===== src/rtl/hyperbus_ck_seq.sv =====
// HyperBus CK/CS frame sequencer: CS setup, N gated CK beats with stall/abort, CS hold, CS-high recovery.
// Optional tCSM truncation guarded by `HYPERBUS_CK_SEQ_TCSM_EN.
module hyperbus_ck_seq #(
  parameter int unsigned CntWidth    = 16,
  parameter int unsigned TCssCycles  = 2,
  parameter int unsigned TCshCycles  = 1,
  parameter int unsigned TCshiCycles = 2,
  parameter int unsigned TCsmCycles  = 400
) (
  input  logic                clk_i,
  input  logic                rst_i,
  input  logic                req_valid_i,
  output logic                req_ready_o,
  input  logic [CntWidth-1:0] req_cycles_i,
  input  logic                stall_i,
  input  logic                abort_i,
  output logic                ck_en_o,
  output logic                cs_no,
  output logic                beat_o,
  output logic                busy_o,
  output logic                done_o,
  output logic                tcsm_err_o
);

  localparam logic [2:0] StIdle  = 3'd0;
  localparam logic [2:0] StSetup = 3'd1;
  localparam logic [2:0] StClk   = 3'd2;
  localparam logic [2:0] StHold  = 3'd3;
  localparam logic [2:0] StHigh  = 3'd4;

  localparam logic [CntWidth-1:0] CntOne   = CntWidth'(1);
  localparam logic [CntWidth-1:0] CssLast  = CntWidth'(TCssCycles - 1);
  localparam logic [CntWidth-1:0] CshLast  = CntWidth'(TCshCycles - 1);
  localparam logic [CntWidth-1:0] CshiLast = CntWidth'(TCshiCycles - 1);

  // Elaboration-time range checks on the timing parameters
  if (TCssCycles == 0 || (64'(TCssCycles) >> CntWidth) != 64'd0) begin : g_bad_tcss
    $error("TCssCycles must be >= 1 and fit in CntWidth bits");
  end
  if (TCshCycles == 0 || (64'(TCshCycles) >> CntWidth) != 64'd0) begin : g_bad_tcsh
    $error("TCshCycles must be >= 1 and fit in CntWidth bits");
  end
  if (TCshiCycles == 0 || (64'(TCshiCycles) >> CntWidth) != 64'd0) begin : g_bad_tcshi
    $error("TCshiCycles must be >= 1 and fit in CntWidth bits");
  end

  logic [2:0]          state_q, state_d;
  logic [CntWidth-1:0] cnt_q, cnt_d;
  logic [CntWidth-1:0] tmr_q, tmr_d;
  logic                ck_en_q, ck_en_d;
  logic                cs_n_q, cs_n_d;
  logic                busy_q, busy_d;
  logic                done_q, done_d;
  logic                ready_q, ready_d;
  logic                err_q, err_d;
  logic                tcsm_hit_c;
  logic                stop_c;

`ifdef HYPERBUS_CK_SEQ_TCSM_EN
  if (TCsmCycles <= TCshCycles) begin : g_bad_tcsm
    $error("TCsmCycles must exceed TCshCycles");
  end

  // Counts cs_no-low cycles; trips one cycle before the hold phase must start
  localparam logic [CntWidth-1:0] CsmTrip = CntWidth'(TCsmCycles - TCshCycles - 1);
  logic [CntWidth-1:0] csm_q, csm_d;

  always_comb begin
    csm_d = cs_n_q ? '0 : csm_q + CntOne;
  end

  always_ff @(posedge clk_i or posedge rst_i) begin
    if (rst_i) csm_q <= '0;
    else       csm_q <= csm_d;
  end

  assign tcsm_hit_c = ((state_q == StSetup) || (state_q == StClk)) && (csm_q == CsmTrip);
`else
  assign tcsm_hit_c = 1'b0;
`endif

  assign stop_c = abort_i || tcsm_hit_c;

  // Next-state, counters and next values of the registered outputs
  always_comb begin
    state_d = state_q;
    cnt_d   = cnt_q;
    tmr_d   = tmr_q;
    case (state_q)
      StIdle: begin
        if (req_valid_i && ready_q) begin
          state_d = StSetup;
          cnt_d   = req_cycles_i;
          tmr_d   = CssLast;
        end
      end
      StSetup: begin
        if (stop_c || (tmr_q == '0 && cnt_q == '0)) begin
          state_d = StHold;
          cnt_d   = '0;
          tmr_d   = CshLast;
        end else if (tmr_q == '0) begin
          state_d = StClk;
        end else begin
          tmr_d = tmr_q - CntOne;
        end
      end
      StClk: begin
        if (ck_en_q) cnt_d = cnt_q - CntOne;
        // A beat in flight this cycle still counts when it is the last one
        if (stop_c || (ck_en_q && cnt_q == CntOne)) begin
          state_d = StHold;
          cnt_d   = '0;
          tmr_d   = CshLast;
        end
      end
      StHold: begin
        if (tmr_q == '0) begin
          state_d = StHigh;
          tmr_d   = CshiLast;
        end else begin
          tmr_d = tmr_q - CntOne;
        end
      end
      StHigh: begin
        if (tmr_q == '0) state_d = StIdle;
        else             tmr_d   = tmr_q - CntOne;
      end
      default: state_d = StIdle;
    endcase

    ck_en_d = (state_d == StClk) && !stall_i;
    cs_n_d  = !((state_d == StSetup) || (state_d == StClk) || (state_d == StHold));
    busy_d  = (state_d != StIdle);
    ready_d = (state_d == StIdle);
    done_d  = (state_d == StHigh) && (state_q == StHold);
    err_d   = tcsm_hit_c;
  end

  always_ff @(posedge clk_i or posedge rst_i) begin
    if (rst_i) begin
      state_q <= StIdle;
      cnt_q   <= '0;
      tmr_q   <= '0;
      ck_en_q <= 1'b0;
      cs_n_q  <= 1'b1;
      busy_q  <= 1'b0;
      done_q  <= 1'b0;
      ready_q <= 1'b1;
      err_q   <= 1'b0;
    end else begin
      state_q <= state_d;
      cnt_q   <= cnt_d;
      tmr_q   <= tmr_d;
      ck_en_q <= ck_en_d;
      cs_n_q  <= cs_n_d;
      busy_q  <= busy_d;
      done_q  <= done_d;
      ready_q <= ready_d;
      err_q   <= err_d;
    end
  end

  assign req_ready_o = ready_q;
  assign ck_en_o     = ck_en_q;
  assign beat_o      = ck_en_q;
  assign cs_no       = cs_n_q;
  assign busy_o      = busy_q;
  assign done_o      = done_q;
  assign tcsm_err_o  = err_q;

endmodule


===== config.mk =====
export PLATFORM = sky130hd
export DESIGN_NAME = hyperbus_ck_seq
export DESIGN_NICKNAME = d
export VERILOG_FILES = /design/src/rtl/hyperbus_ck_seq.sv
export SDC_FILE = /design/constraint.sdc
export NUM_CORES = 1
export LEC_CHECK = 0
export BUFFER_PORTS_ARGS = -buffer_cell sky130_fd_sc_hd__buf_2
export CAP_MARGIN = 20
export CORE_AREA = 3 3 70 72
export CTS_CLUSTER_SIZE = 25
export DETAILED_ROUTE_END_ITERATION = 8
export DIE_AREA = 0 0 73 75
export PLACE_DENSITY = 0.76
export SLEW_MARGIN = 25
export SYNTH_ARGS = -nofsm -noshare
export SYNTH_HDL_FRONTEND = slang
export SYNTH_SLANG_ARGS = --single-unit

===== constraint.sdc =====
create_clock -name clk_i -period 3.8 [get_ports clk_i]
set_clock_uncertainty 0.2 [all_clocks]
set_input_delay 0.38 -clock clk_i [delete_from_list [all_inputs] [get_ports clk_i]]
set_output_delay 0.38 -clock clk_i [all_outputs]
set_load 0.01 [all_outputs]

-- After elaboration in Yosys (flattened, before gate mapping)
Cells that the tools add are included.
- $add $sub $neg: 2
- muxes and demuxes: 18
- reductions and logical operators: 20
- equal/unequal tests: 13
- operators by type and width (kind ; count):
    2-to-1 mux 16 bit ; 9
    one-hot mux 16 bit (5 select lines) ; 1
    one-hot mux 16 bit (3 select lines) ; 1
    zero test 16 bit ; 2
    subtractor 16 x 1 -> 16 bit, second input constant ; 2
    2-to-1 mux 3 bit ; 6
    equality test 16 x 1 -> 1 bit, second input constant ; 1
    one-hot mux 3 bit (5 select lines) ; 1
    equality test 3 x 2 -> 1 bit, second input constant ; 4
    equality test 3 x 1 -> 1 bit, second input constant ; 2
    equality test 3 bit, second input constant ; 2
    zero test 3 bit ; 2
    inequality test 2 bit, second input constant ; 3
    nonzero test 3 bit ; 2
    logical AND 1 bit ; 5
    nonzero test 5 bit ; 1
    logical OR 1 bit ; 4
    AND reduction 4 bit ; 1
    inequality test 3 bit, second input constant ; 1
    AND reduction 3 bit ; 1
    zero test 1 bit ; 2
- register bits after elaboration: 40
- word-level logic and storage cells: 61

-- Depth between registers and ports, before layout
- depth in word-level cells: 9
- depth in mapped cells: 10
- mapped depth without buffers: 8

-- Worst setup path before layout
Ideal clock, no wire load.
- kind: register to register
- start: register tmr_q[4]
- end: register busy_q (netlist: busy_o)
- required time: 3.476 ns
- slack: 1.122 ns
- setup time: 0.124 ns
- cell stages (with the launch flop): 8
- arrival: 2.354 ns
- path through: dfrtp_1 -> or4_1 -> buf_2 -> nor4_4 -> inv_2 -> or4_1 -> a32o_1 -> or2_1
- cells in the longest elaborated chain, start to end: 6
- elaborated cells on any way between the ends: 9
- RTL lines (item ; line ; RTL):
    from (decl) ; 49 ; logic [CntWidth-1:0] tmr_q, tmr_d;
    from (signal assigned) ; 154 ; tmr_q <= tmr_d;
    zero test 16 bit * ; - ;
    logical AND 1 bit ; 98 ; if (stop_c || (tmr_q == '0 && cnt_q == '0)) begin
    logical OR 1 bit ; 98 ;
    2-to-1 mux 3 bit ; 98 ;
    one-hot mux 3 bit (5 select lines) * ; 89 ; case (state_q)
    nonzero test 3 bit * ; 134 ; busy_d = (state_d != StIdle);
    named net busy_d ; 52 ; logic busy_q, busy_d;
    to (signal assigned) ; 157 ; busy_q <= busy_d;
    to (decl) ; 52 ;
The timed path passes the listed nets; every way through them passes the cells marked *.
A chain may end at the register's enable or synchronous reset.

-- Worst setup path after layout
Ends and elaborated chain as after synthesis.

==> impl_metrics.csv <==
group,metric,value,unit
cts,clock-sinks,40,
drt,drc,0,
global_routing,grt_max_degree,29,
run_status,status,"finished, final reports clean",
cts,post_cts_buffers,0,
sta,hold_viol_final,0,
synthesis,synth_cell_type_count,57,
worst_setup_path,critPathMostFrequentCell,"or4_1",
sta,report.final.slew_viol_count,0,
cts,cts_inserted_buffers,5,
worst_setup_path,path_cells,"or4_1 -> nor4_4 -> inv_2 -> or4_1 -> a32o_1 -> or2_1",
worst_setup_path,cp_slowest_stage_delay,0.69,ns
die,rows,24,
pwr,powerDensity,900,nW/um^2
cts,ctsHoldBuffers,0,
global_routing,grt_pass1_vias,2170,
cts,root_buffer,"clkbuf_8",
finish,finalNetCount,331,
worst_setup_path,end_kind,"register",
drt,wl_per_cell,16.6,um
sta,worst_slew_pin_slew,0.779,ns
pwr,ir_worst_vdd,0.684,mV
global_routing,antenna_found_initial,0,
pwr,p_sw,1180,uW
cts,cts_resized,0,
worst_setup_path,crit_slowest_cell,"or4_1",
finish,final_common_cell,"dfrtp_1",
place,hpwl,4.13,mm
global_routing,grt_first_pass_wirelength,10.2,mm
synthesis,async_flop_share,100,%
die,die_w,73,um
sta,clock.fmax,316,MHz
synthesis,ys_ff_latch,40,
pwr,pwr-share-clk,15.0,%
synthesis,avgSynthCellArea,8.95,sq um
worst_setup_path,crit_required,3.79,ns
finish,final_cell_mix,"dfrtp_1, buf_2, nor2_1",
global_routing,grt_use_total,23.8,%
worst_setup_path,critPathLaunchType,"register",
synthesis,synth_edf_count,0,
finish,drive_gt1_share,17.0,%
drt,vias_per_cell,6.75,
place,place_area,2720,sq um
synthesis,yosys_warnings,0,
finish,syn2layout_area_growth,10.6,%
place,port_buffers,26,
cts,htreeDepth,2,
sta,setup_tns,0,ns
synthesis,ys_seq_area_share,39.0,%
drt,first_pass_iters,4,
drt,postRouteAntennaNets,0,
sta,post-route-period-util,83.3,%
drt,vias,2416,
sta,relSlewSlack,48.0,%
synthesis,synthFlopType,"dfrtp_1",
cts,insertion_delay,0.30,ns
cts,tritoncts,"built",
die,core,4350,sq um
worst_setup_path,crit_type,"register to register",
pwr,p_sw_share,46.0,%
finish,n_antenna_cell,0,
flow_run,drv_cap,0,
sta,finalSetupViolCount,0,
worst_setup_path,critical_path.max_fanout,11,
pwr,pwr-share-comb,53.9,%
pwr,power.share.sequential,31.1,%
worst_hold_path,holdCritPathClass,"input port to asynchronous set/reset pin",
pwr,internal_power,1380,uW
pwr,p_leak,0.00117,uW
drt,drtIter0Drc,170,
drt,wirelength,5.94,mm
die,die_area,5480,sq um
die,io_pins,28,
die,initial_core_util,59.0,%
sta,fin_crit,3.17,ns
die,fp.dieH,75,um
cts,ctsLongestPathBuffers,2,
synthesis,synthCells,287,
global_routing,gr-total-overflow,0,
sta,rsz0062_at_grt,"no",
worst_setup_path,cp.arrival,3.15,ns
synthesis,synth_nets,313,
finish,fin_area,2840,sq um
synthesis,netlist_area,2570,sq um
cts,clk_pin_slew,0.08,ns
place,gp_congestion,0.854,
[power groups by stage]
stage / sequential (uW) / combinational, uW / clock (uW)
after floorplan: 729 / 1130 / 0
after global placement: 798 / 1340 / 0
after detailed placement: 798 / 1360 / 0
after CTS: 793 / 1370 / 395
after global routing: 831 / 1550 / 408
final: 797 / 1380 / 383
[path summary, 6_finish.rpt]
kind                                            from               endpoint  slack (ns)  cells after the start
worst max-delay path            tmr_q[4]$_DFFE_PP0P_       busy_o$_DFF_PP0_        0.63                      6
worst max register to register  tmr_q[4]$_DFFE_PP0P_       busy_o$_DFF_PP0_        0.63                      6
min in group clk_i                           stall_i       beat_o$_DFF_PP0_        0.03                      2
worst min register to register  cnt_q[6]$_DFFE_PP0P_   cnt_q[6]$_DFFE_PP0P_        0.30                      1
worst min-delay path                           rst_i   tmr_q[6]$_DFFE_PP0P_        0.01                      2
max in group asynchronous                      rst_i  req_ready_o$_DFF_PP1_        2.56                      3
[flip-flops by register name, indices dropped and copies added (netlist names)]
signal / count
cnt_q: 16
beat_o: 1
done_o: 1
state_q: 3
tmr_q: 16
cs_no: 1
req_ready_o: 1
busy_o: 1
[cell type report]
class | instances | area [sq um]
well taps | 52 | 65.1
repair buffers | 32 | 175
clock inverters | 1 | 30.0
flip-flops and latches | 40 | 1000
inverters | 10 | 37.5
clock buffers | 7 | 96.3
multi-input cells | 216 | 1440
fillers | 352 | 1510
[per-layer routing]
metal	up-vias	GRT usage, %	wire (um)
met2	69	37.2	2890
met1	1187	33.2	2630
met4	0	8.61	112
met5	-	0	0
li1	1148	-	-
met3	12	4.41	306
[metrics by stage]
step	power (uW)	cells	utilization, %	hold WS, ns	worst slack (ns)
2_1_floorplan	1860	287	-	0.244	1.12
3_3_place_gp	2140	350	62.4	0.285	0.717
3_5_place_dp	2160	350	62.4	0.285	0.667
4_1_cts	2560	358	65.3	0.0194	0.642
5_1_grt	2790	358	65.3	0.0306	0.489
6_report	2560	358	65.3	0.0119	0.634
[logic make-up after synthesis]
group / share of synthesized area [%]
adder cells (fa/ha/maj): 2.43
buffers and inverters: 5.11
AO/OA/AOI/OAI: 29.3
flip-flops: 39.0
AND/OR/NAND/NOR: 22.8
XOR/XNOR: 0.341
other: 0.146
multiplexers: 0.828
[cells in the mapped netlist (2+ instances only)]
cell type / n / share of area (%)
or2_2: 2 / 0.49
nor2b_1: 2 / 0.49
o211ai_1: 17 / 5.0
inv_1: 9 / 1.3
nand2_1: 18 / 2.6
nor4_1: 6 / 1.5
o22ai_1: 2 / 0.49
nand3_1: 2 / 0.39
ha_1: 5 / 2.4
o31ai_1: 12 / 3.5
nor3_1: 14 / 2.7
nand2b_1: 4 / 0.97
a21oi_1: 14 / 2.7
a31o_2: 3 / 1.0
nor2_1: 22 / 3.2
nor3b_1: 2 / 0.58
dfrtp_1: 38 / 37
a32oi_1: 5 / 1.7
dfstp_2: 2 / 2.0
buf_2: 6 / 1.2
a22oi_1: 9 / 2.6
and2_1: 2 / 0.49
clkbuf_1: 12 / 1.8
o31a_1: 2 / 0.68
a211oi_1: 3 / 0.88
o2bb2ai_1: 13 / 4.4
o21ai_0: 11 / 2.1
buf_4: 2 / 0.58
o211a_1: 2 / 0.78
or3_1: 4 / 0.97
or4_1: 16 / 4.7
[critical path: cells and delay by family (launching register included)]
family / cells / cell delay, ns
and+or+nand+nor: 4 / 1.99
buffers and inverters: 1 / 0.12
DFF: 1 / 0.45
AOI/OAI and AO/OA: 1 / 0.29
(Power assumes the default switching activity.)
